==> config.mk <==
export PLATFORM = sky130hd
export DESIGN_NAME = mem_access_stage
export DESIGN_NICKNAME = d
export VERILOG_FILES = /design/src/rtl/mem_access_stage.sv
export SDC_FILE = /design/constraint.sdc
export NUM_CORES = 1
export LEC_CHECK = 0
export ABC_AREA = 1
export BUFFER_PORTS_ARGS = -buffer_cell sky130_fd_sc_hd__clkbuf_2
export CAP_MARGIN = 25
export CELL_PAD_IN_SITES_DETAIL_PLACEMENT = 1
export CELL_PAD_IN_SITES_GLOBAL_PLACEMENT = 2
export CORE_ASPECT_RATIO = 0.7
export CORE_MARGIN = 3
export CORE_UTILIZATION = 23
export CTS_BUF_LIST = sky130_fd_sc_hd__clkbuf_8
export DETAILED_ROUTE_END_ITERATION = 6
export GPL_ROUTABILITY_DRIVEN = 1
export HOLD_SLACK_MARGIN = 0.1
export PLACE_DENSITY_LB_ADDON = 0.08
export SETUP_SLACK_MARGIN = 0.2
export SYNTH_ARGS = -nofsm -noshare
export SYNTH_HDL_FRONTEND = slang
export SYNTH_SLANG_ARGS = --single-unit
==> constraint.sdc <==
create_clock -name cpu_clk_50M -period 2.7 [get_ports cpu_clk_50M]
set_clock_uncertainty 0.15 [all_clocks]
set_input_delay 0 -clock cpu_clk_50M [delete_from_list [all_inputs] [get_ports cpu_clk_50M]]
set_output_delay 0 -clock cpu_clk_50M [all_outputs]
set_load 0.01 [all_outputs]
==> src/rtl/mem_access_stage.sv <==
// Memory-access pipeline stage: decodes load/store ops, runs a single outstanding
// request on the data-memory port and formats load data for writeback.
module mem_access_stage #(
  parameter int TIMEOUT = 255
) (
  input  logic        cpu_clk_50M,
  input  logic        cpu_rst,
  input  logic [3:0]  ex_op,
  input  logic [31:0] ex_addr,
  input  logic [31:0] ex_wdata,
  input  logic [4:0]  ex_wa,
  input  logic        ex_wreg,
  input  logic        ex_whilo,
  input  logic [31:0] ex_dreg,
  input  logic [63:0] ex_dhilo,
  output logic [4:0]  mem_wa,
  output logic        mem_wreg,
  output logic        mem_whilo,
  output logic        mem_mreg,
  output logic [31:0] mem_dreg,
  output logic [63:0] mem_dhilo,
  output logic [3:0]  mem_dre,
  output logic        dm_req,
  output logic        dm_we,
  output logic [31:0] dm_addr,
  output logic [3:0]  dm_be,
  output logic [31:0] dm_wdata,
  input  logic        dm_ack,
  input  logic [31:0] dm_rdata,
  output logic        stall_mem,
  output logic        mem_ade,
  output logic        mem_berr,
  output logic [1:0]  o_dbg_state
);

  localparam logic [1:0] S_IDLE = 2'd0;
  localparam logic [1:0] S_WAIT = 2'd1;
  localparam logic [1:0] S_DONE = 2'd2;

  localparam logic [3:0] OP_NOP = 4'b0000;
  localparam logic [3:0] OP_LB  = 4'b0001;
  localparam logic [3:0] OP_LBU = 4'b0010;
  localparam logic [3:0] OP_LH  = 4'b0011;
  localparam logic [3:0] OP_LHU = 4'b0100;
  localparam logic [3:0] OP_LW  = 4'b0101;
  localparam logic [3:0] OP_SB  = 4'b0110;
  localparam logic [3:0] OP_SH  = 4'b0111;
  localparam logic [3:0] OP_SW  = 4'b1000;

  localparam int             CW       = $clog2(TIMEOUT + 1);
  localparam logic [CW-1:0]  CNT_LAST = CW'(TIMEOUT - 1);

  logic [1:0]    r_state;
  logic [CW-1:0] r_cnt;
  logic [31:0]   r_rdata;
  logic          r_berr;
  logic          r_dm_req;
  logic          r_dm_we;
  logic [3:0]    r_dm_be;
  logic [31:0]   r_dm_addr;
  logic [31:0]   r_dm_wdata;
  logic [3:0]    r_op;
  logic [1:0]    r_off;

  logic          w_is_byte;
  logic          w_is_half;
  logic          w_is_word;
  logic          w_is_load;
  logic          w_is_store;
  logic          w_is_mem;
  logic          w_misalign;
  logic          w_start;
  logic [3:0]    w_be;
  logic [31:0]   w_wdata;
  logic [7:0]    w_lbyte;
  logic [15:0]   w_lhalf;
  logic          w_r_is_load;
  logic [31:0]   w_load;

  // Opcode decode; unlisted codes fall through as NOP.
  always_comb begin
    w_is_byte  = 1'b0;
    w_is_half  = 1'b0;
    w_is_word  = 1'b0;
    w_is_load  = 1'b0;
    w_is_store = 1'b0;
    case (ex_op)
      OP_LB, OP_LBU: begin w_is_byte = 1'b1; w_is_load  = 1'b1; end
      OP_LH, OP_LHU: begin w_is_half = 1'b1; w_is_load  = 1'b1; end
      OP_LW:         begin w_is_word = 1'b1; w_is_load  = 1'b1; end
      OP_SB:         begin w_is_byte = 1'b1; w_is_store = 1'b1; end
      OP_SH:         begin w_is_half = 1'b1; w_is_store = 1'b1; end
      OP_SW:         begin w_is_word = 1'b1; w_is_store = 1'b1; end
      default:       ;
    endcase
  end

  assign w_is_mem   = w_is_load | w_is_store;
  assign w_misalign = (w_is_half & ex_addr[0]) | (w_is_word & (ex_addr[1:0] != 2'b00));
  assign w_start    = (r_state == S_IDLE) & w_is_mem & ~w_misalign;

  // Big-endian lanes: byte offset 0 lives in bits [31:24].
  always_comb begin
    w_be    = 4'b0000;
    w_wdata = 32'h0000_0000;
    if (w_is_byte) begin
      case (ex_addr[1:0])
        2'b00:   w_be = 4'b1000;
        2'b01:   w_be = 4'b0100;
        2'b10:   w_be = 4'b0010;
        default: w_be = 4'b0001;
      endcase
    end else if (w_is_half) begin
      w_be = ex_addr[1] ? 4'b0011 : 4'b1100;
    end else if (w_is_word) begin
      w_be = 4'b1111;
    end
    if (w_is_store) begin
      if (w_is_byte) begin
        w_wdata = {4{ex_wdata[7:0]}};
      end else if (w_is_half) begin
        w_wdata = {2{ex_wdata[15:0]}};
      end else begin
        w_wdata = ex_wdata;
      end
    end
  end

  always_ff @(posedge cpu_clk_50M) begin
    if (cpu_rst) begin
      r_state    <= S_IDLE;
      r_cnt      <= '0;
      r_rdata    <= 32'h0000_0000;
      r_berr     <= 1'b0;
      r_dm_req   <= 1'b0;
      r_dm_we    <= 1'b0;
      r_dm_be    <= 4'b0000;
      r_dm_addr  <= 32'h0000_0000;
      r_dm_wdata <= 32'h0000_0000;
      r_op       <= OP_NOP;
      r_off      <= 2'b00;
    end else begin
      case (r_state)
        S_IDLE: begin
          if (w_start) begin
            r_state    <= S_WAIT;
            r_cnt      <= '0;
            r_berr     <= 1'b0;
            r_dm_req   <= 1'b1;
            r_dm_we    <= w_is_store;
            r_dm_be    <= w_be;
            r_dm_addr  <= {ex_addr[31:2], 2'b00};
            r_dm_wdata <= w_wdata;
            r_op       <= ex_op;
            r_off      <= ex_addr[1:0];
          end
        end
        S_WAIT: begin
          // An ack in the final counted cycle still wins over the timeout.
          if (dm_ack) begin
            r_rdata  <= dm_rdata;
            r_dm_req <= 1'b0;
            r_dm_we  <= 1'b0;
            r_state  <= S_DONE;
          end else if (r_cnt == CNT_LAST) begin
            r_berr   <= 1'b1;
            r_dm_req <= 1'b0;
            r_dm_we  <= 1'b0;
            r_state  <= S_DONE;
          end else begin
            r_cnt <= r_cnt + 1'b1;
          end
        end
        S_DONE: begin
          r_state <= S_IDLE;
        end
        default: begin
          r_state  <= S_IDLE;
          r_dm_req <= 1'b0;
          r_dm_we  <= 1'b0;
        end
      endcase
    end
  end

  // Lane extraction for the completed load.
  always_comb begin
    case (r_off)
      2'b00:   w_lbyte = r_rdata[31:24];
      2'b01:   w_lbyte = r_rdata[23:16];
      2'b10:   w_lbyte = r_rdata[15:8];
      default: w_lbyte = r_rdata[7:0];
    endcase
    w_lhalf     = r_off[1] ? r_rdata[15:0] : r_rdata[31:16];
    w_r_is_load = 1'b0;
    w_load      = 32'h0000_0000;
    case (r_op)
      OP_LB:   begin w_r_is_load = 1'b1; w_load = {{24{w_lbyte[7]}}, w_lbyte}; end
      OP_LBU:  begin w_r_is_load = 1'b1; w_load = {24'h000000, w_lbyte}; end
      OP_LH:   begin w_r_is_load = 1'b1; w_load = {{16{w_lhalf[15]}}, w_lhalf}; end
      OP_LHU:  begin w_r_is_load = 1'b1; w_load = {16'h0000, w_lhalf}; end
      OP_LW:   begin w_r_is_load = 1'b1; w_load = r_rdata; end
      default: ;
    endcase
  end

  // MEM/WB side. Any stalled cycle is a bubble, so write enables drop with stall.
  always_comb begin
    mem_wa    = ex_wa;
    mem_wreg  = ex_wreg;
    mem_whilo = ex_whilo;
    mem_mreg  = 1'b0;
    mem_dreg  = ex_dreg;
    mem_dhilo = ex_dhilo;
    mem_dre   = 4'b0000;
    stall_mem = 1'b0;
    mem_ade   = 1'b0;
    mem_berr  = 1'b0;
    if (cpu_rst) begin
      mem_wreg  = 1'b0;
      mem_whilo = 1'b0;
    end else begin
      case (r_state)
        S_IDLE: begin
          if (w_is_mem) begin
            mem_wreg  = 1'b0;
            mem_whilo = 1'b0;
            if (w_misalign) begin
              mem_ade = 1'b1;
            end else begin
              stall_mem = 1'b1;
            end
          end
        end
        S_WAIT: begin
          stall_mem = 1'b1;
          mem_wreg  = 1'b0;
          mem_whilo = 1'b0;
        end
        S_DONE: begin
          if (r_berr) begin
            mem_berr  = 1'b1;
            mem_wreg  = 1'b0;
            mem_whilo = 1'b0;
          end else if (w_r_is_load) begin
            mem_mreg = 1'b1;
            mem_dre  = r_dm_be;
            mem_dreg = w_load;
          end
        end
        default: begin
          mem_wreg  = 1'b0;
          mem_whilo = 1'b0;
        end
      endcase
    end
  end

  // Handshake: dm_req stays high from the cycle after issue until the edge that
  // samples dm_ack=1 (or the timeout); addr/be/we/wdata are stable while it is high.
  assign dm_req      = r_dm_req & ~cpu_rst;
  assign dm_we       = r_dm_we & ~cpu_rst;
  assign dm_addr     = r_dm_addr;
  assign dm_be       = r_dm_be;
  assign dm_wdata    = r_dm_wdata;
  assign o_dbg_state = r_state;

endmodule

==> metrics.md <==
| Metric | Value |
|---|---|
| Status | `finished, final reports clean` |
| Via Count | `8023` |
| # nets final | `1633` |
| Initial Util | `23.8%` |
| Synth Warn # | `0` |
| DRT iter0 DRCs | `285` |
| Placed Cells | `1504` |
| Area contributors post-synth | `dfxtp_1 36%, nand2_1 12%, buf_4 8.3%, a21oi_1 7.9%, o21ai_0 7.9%` |
| Final hold violations | `0` |
| DRC violations left | `0` |
| Layout cell share with drive strength beyond 1 | `24.2%` |
| Final slew viol count | `0` |
| Placed cell area | `7630 sq um` |
| Most common library cells after synthesis | `213 x nand2_1, 136 x nor2_1, 117 x dfxtp_1, 102 x a21oi_1, 102 x o21ai_0` |
| Final setup viols | `0` |
| Int Pwr | `3.43 mW` |
| TritonRoute pass-1 iters | `4` |
| CTS Sinks | `117` |
| Layout Utilization | `39.5%` |
| Most frequent CP cell | `nand2_1` |
| Critical path launch point type | `input port` |
| Worst VDD drop | `0.290 mV` |
| Relative slew margins | `48.8%` |
| Max frequency | `422 MHz` |
| Num ports | `389` |
| Clk_lat worst skew | `0.44 ns` |
| Syn Area/Cell | `6.56 sq um` |
| Slew @ Worst Pin | `0.768 ns` |
| Cell with the most instances after synthesis | `nand2_1` |
| WHS | `0.131 ns` |
| Die area | `30300 sq um` |
| Routed WL | `30000 um` |
| Fin cells | `1801` |
| CP Data Arrival Time | `2.56 ns` |
| Post-synth EDFFs | `0` |
| Leak | `4.89 nW` |
| Final Cycle Share | `87.8%` |
| Sequential group share of total power | `38.1%` |
| Vias per Instance | `4.45` |
| Non-Filler Cell Area, Final | `10800 sq um` |
| Total CTS buffers | `17` |
| Diodes inserted | `0` |
| Switching share of power | `32.4%` |
| Row cnt | `50` |
| Largest net degree at the start of global routing | `67` |
| Port Buffer Count | `248` |
| RSZ-0062 raised after global routing | `yes` |
| Setup tns final | `0 ns` |
| Max-cap viol count | `0` |
| Slowest-stage cell, CP | `dlygate4sd3_1` |
| Power Density | `471 nW/um^2` |
| Post-layout min period | `2.37 ns` |
| Distinct cells, synth | `37` |
| Logic pwr share | `27.7%` |
| Worst setup margin | `0.329 ns` |
| CTS tree | `built` |
| Clk pwr share | `34.3%` |
| WL/cell | `16.6 um` |
| GP Congestion | `0.736` |
| Clock Tree Buf Depth | `2` |
| CP Max Fanout | `18` |
| Vias in the first global route | `8321` |
| WP data required | `2.88 ns` |
| Die Span Y | `147 um` |
| Hpwl dp | `20600 um` |
| # H-tree levels | `4` |
| Share of the synthesized area in the top cell type | `36.1%` |
| Cells along the critical path | `dlygate4sd3_1 > clkbuf_2 > nand2_1 > inv_1 > nor2_1 > nand2_1 > buf_4 > nand2_1 > o21ai_0 > o21a_1 > nor2_1 > dlygate4sd3_1` |
| Crit-path max cell delay | `0.58 ns` |
| Initial antenna violation count | `0` |
| First-pass GRT wire length | `46000 um` |
| Synth Instances | `990` |
| ANT nets after route | `0` |
| Total congestion overflow | `0` |
| Clock Tree Root | `clkbuf_8` |
| Post-Syn Area | `6490 sq um` |
| Register area share after synthesis | `36.1%` |
| Fraction of registers with async set/reset | `0%` |
| HP Class | `in2out` |
| Post-synth top area cell | `dfxtp_1` |
| Power Total | `5.07 mW` |
| Top FF cell, synth | `dfxtp_1` |
| Die W | `207 um` |
| Register bit count reported by yosys | `117` |
| Net switching power | `1.64 mW` |
| FILL cells | `3476` |
| CP Class | `in2reg` |
| Reg clk slew, reported paths | `0.07 ns` |
| Critical Path End Type | `flip-flop` |
| GRT Total Usage | `19.4%` |
| Setup WS pre-CTS | `0.523 ns` |
| Area Growth Syn to Fin | `65.8%` |
| Core box area | `27300 sq um` |
-- kinds of logic after synthesis --
group | Yosys count | share of synthesized area, %
AO/OA/AOI/OAI | 229 | 18.4
adder cells (fa/ha/maj) | 2 | 0.385
flip-flops | 117 | 36.1
XOR/XNOR | 4 | 0.540
AND/OR/NAND/NOR | 437 | 28.2
buffers and inverters | 200 | 16.3
other | 1 | 0.0578
-- placed cells by master, fill, tap and decap left out, drive strengths merged --
cell / synthesis / routed
a21oi: 103 / 103
a22o: 1 / 1
a22oi: 1 / 1
a31oi: 5 / 5
buf: 93 / 29
bufinv: 0 / 3
clkbuf: 27 / 266
clkinv: 3 / 9
clkinvlp: 0 / 3
conb: 1 / 2
dfxtp: 117 / 117
dlygate4sd3: 0 / 258
ha: 2 / 2
inv: 77 / 78
nand2: 220 / 220
nand3: 43 / 43
nand3b: 7 / 7
nand4: 16 / 16
nor2: 140 / 140
nor3: 5 / 5
o2111ai: 2 / 2
o211ai: 1 / 1
o21a: 3 / 3
o21ai: 103 / 103
o21bai: 1 / 1
o22ai: 9 / 9
or2: 6 / 6
xor2: 4 / 4
-- per-layer routing --
| layer | GRT usage, % | wire length, um | part of all wire, % |
|---|---|---|---|
| met3 | 4.99 | 1700 | 5.7 |
| met5 | 0 | 0 | 0 |
| met1 | 26.5 | 14400 | 48 |
| met4 | 3.81 | 223 | 0.74 |
| met2 | 31.0 | 13600 | 45 |
-- sequential cells by signal, summed over array words and instances (netlist names) --
| register | count |
|---|---|
| dm_addr | 30 |
| dm_be | 4 |
| dm_wdata | 32 |
| o_dbg_state | 2 |
| r_berr | 1 |
| r_cnt | 8 |
| r_dm_req | 1 |
| r_dm_we | 1 |
| r_off | 2 |
| r_op | 4 |
| r_rdata | 32 |
-- power by group through the flow --
stage          logic [mW]  registers [mW]  clock network, mW
4_1_cts              1.38            1.93               1.81
5_1_grt              1.56            1.94               1.90
6_report             1.40            1.93               1.74
3_3_place_gp         1.01            1.96                  0
3_5_place_dp         1.01            1.97                  0
2_1_floorplan       0.629            1.98                  0
-- area by class of cell --
class                   count  area (sq um)  area share (%)
clock buffers              18           248            2.30
clock inverters            13           159            1.48
inverters                  80           308            2.86
multi-input cells         674          3150            29.2
flip-flops and latches    117          2350            21.8
well taps                 364           455            4.23
repair buffers            535          4100            38.1
-- critical path: cells and delay by family --
kind	cells	cell delay, ns
buffers and inverters	5	1.60
AO/OA/AOI/OAI	2	0.49
AND/OR/NAND/NOR	5	0.48
-- path summary, 6_finish.rpt --
check | slack [ns] | cells past startpoint | to | from
hold / removal | 0.13 | 4 | mem_wreg | ex_wreg
hold reg to reg | 0.32 | 2 | r_dm_req | r_dm_req
setup / recovery | 0.33 | 12 | dm_wdata[23] | ex_op[1]
setup reg to reg | 0.38 | 9 | r_rdata[26] | o_dbg_state[1]
-- timing repair --
item / CTS / global route
setup endpoints to repair: 28 / 104
gates cloned: 0 / 1
hold buffers: 258 / 0
setup buffers: 3 / 4
resized for setup: 7 / 21
pin swaps: 0 / 1
endpoints found under the hold margin: 181 / 0
Note: power is estimated with default switching activity, not from simulation.
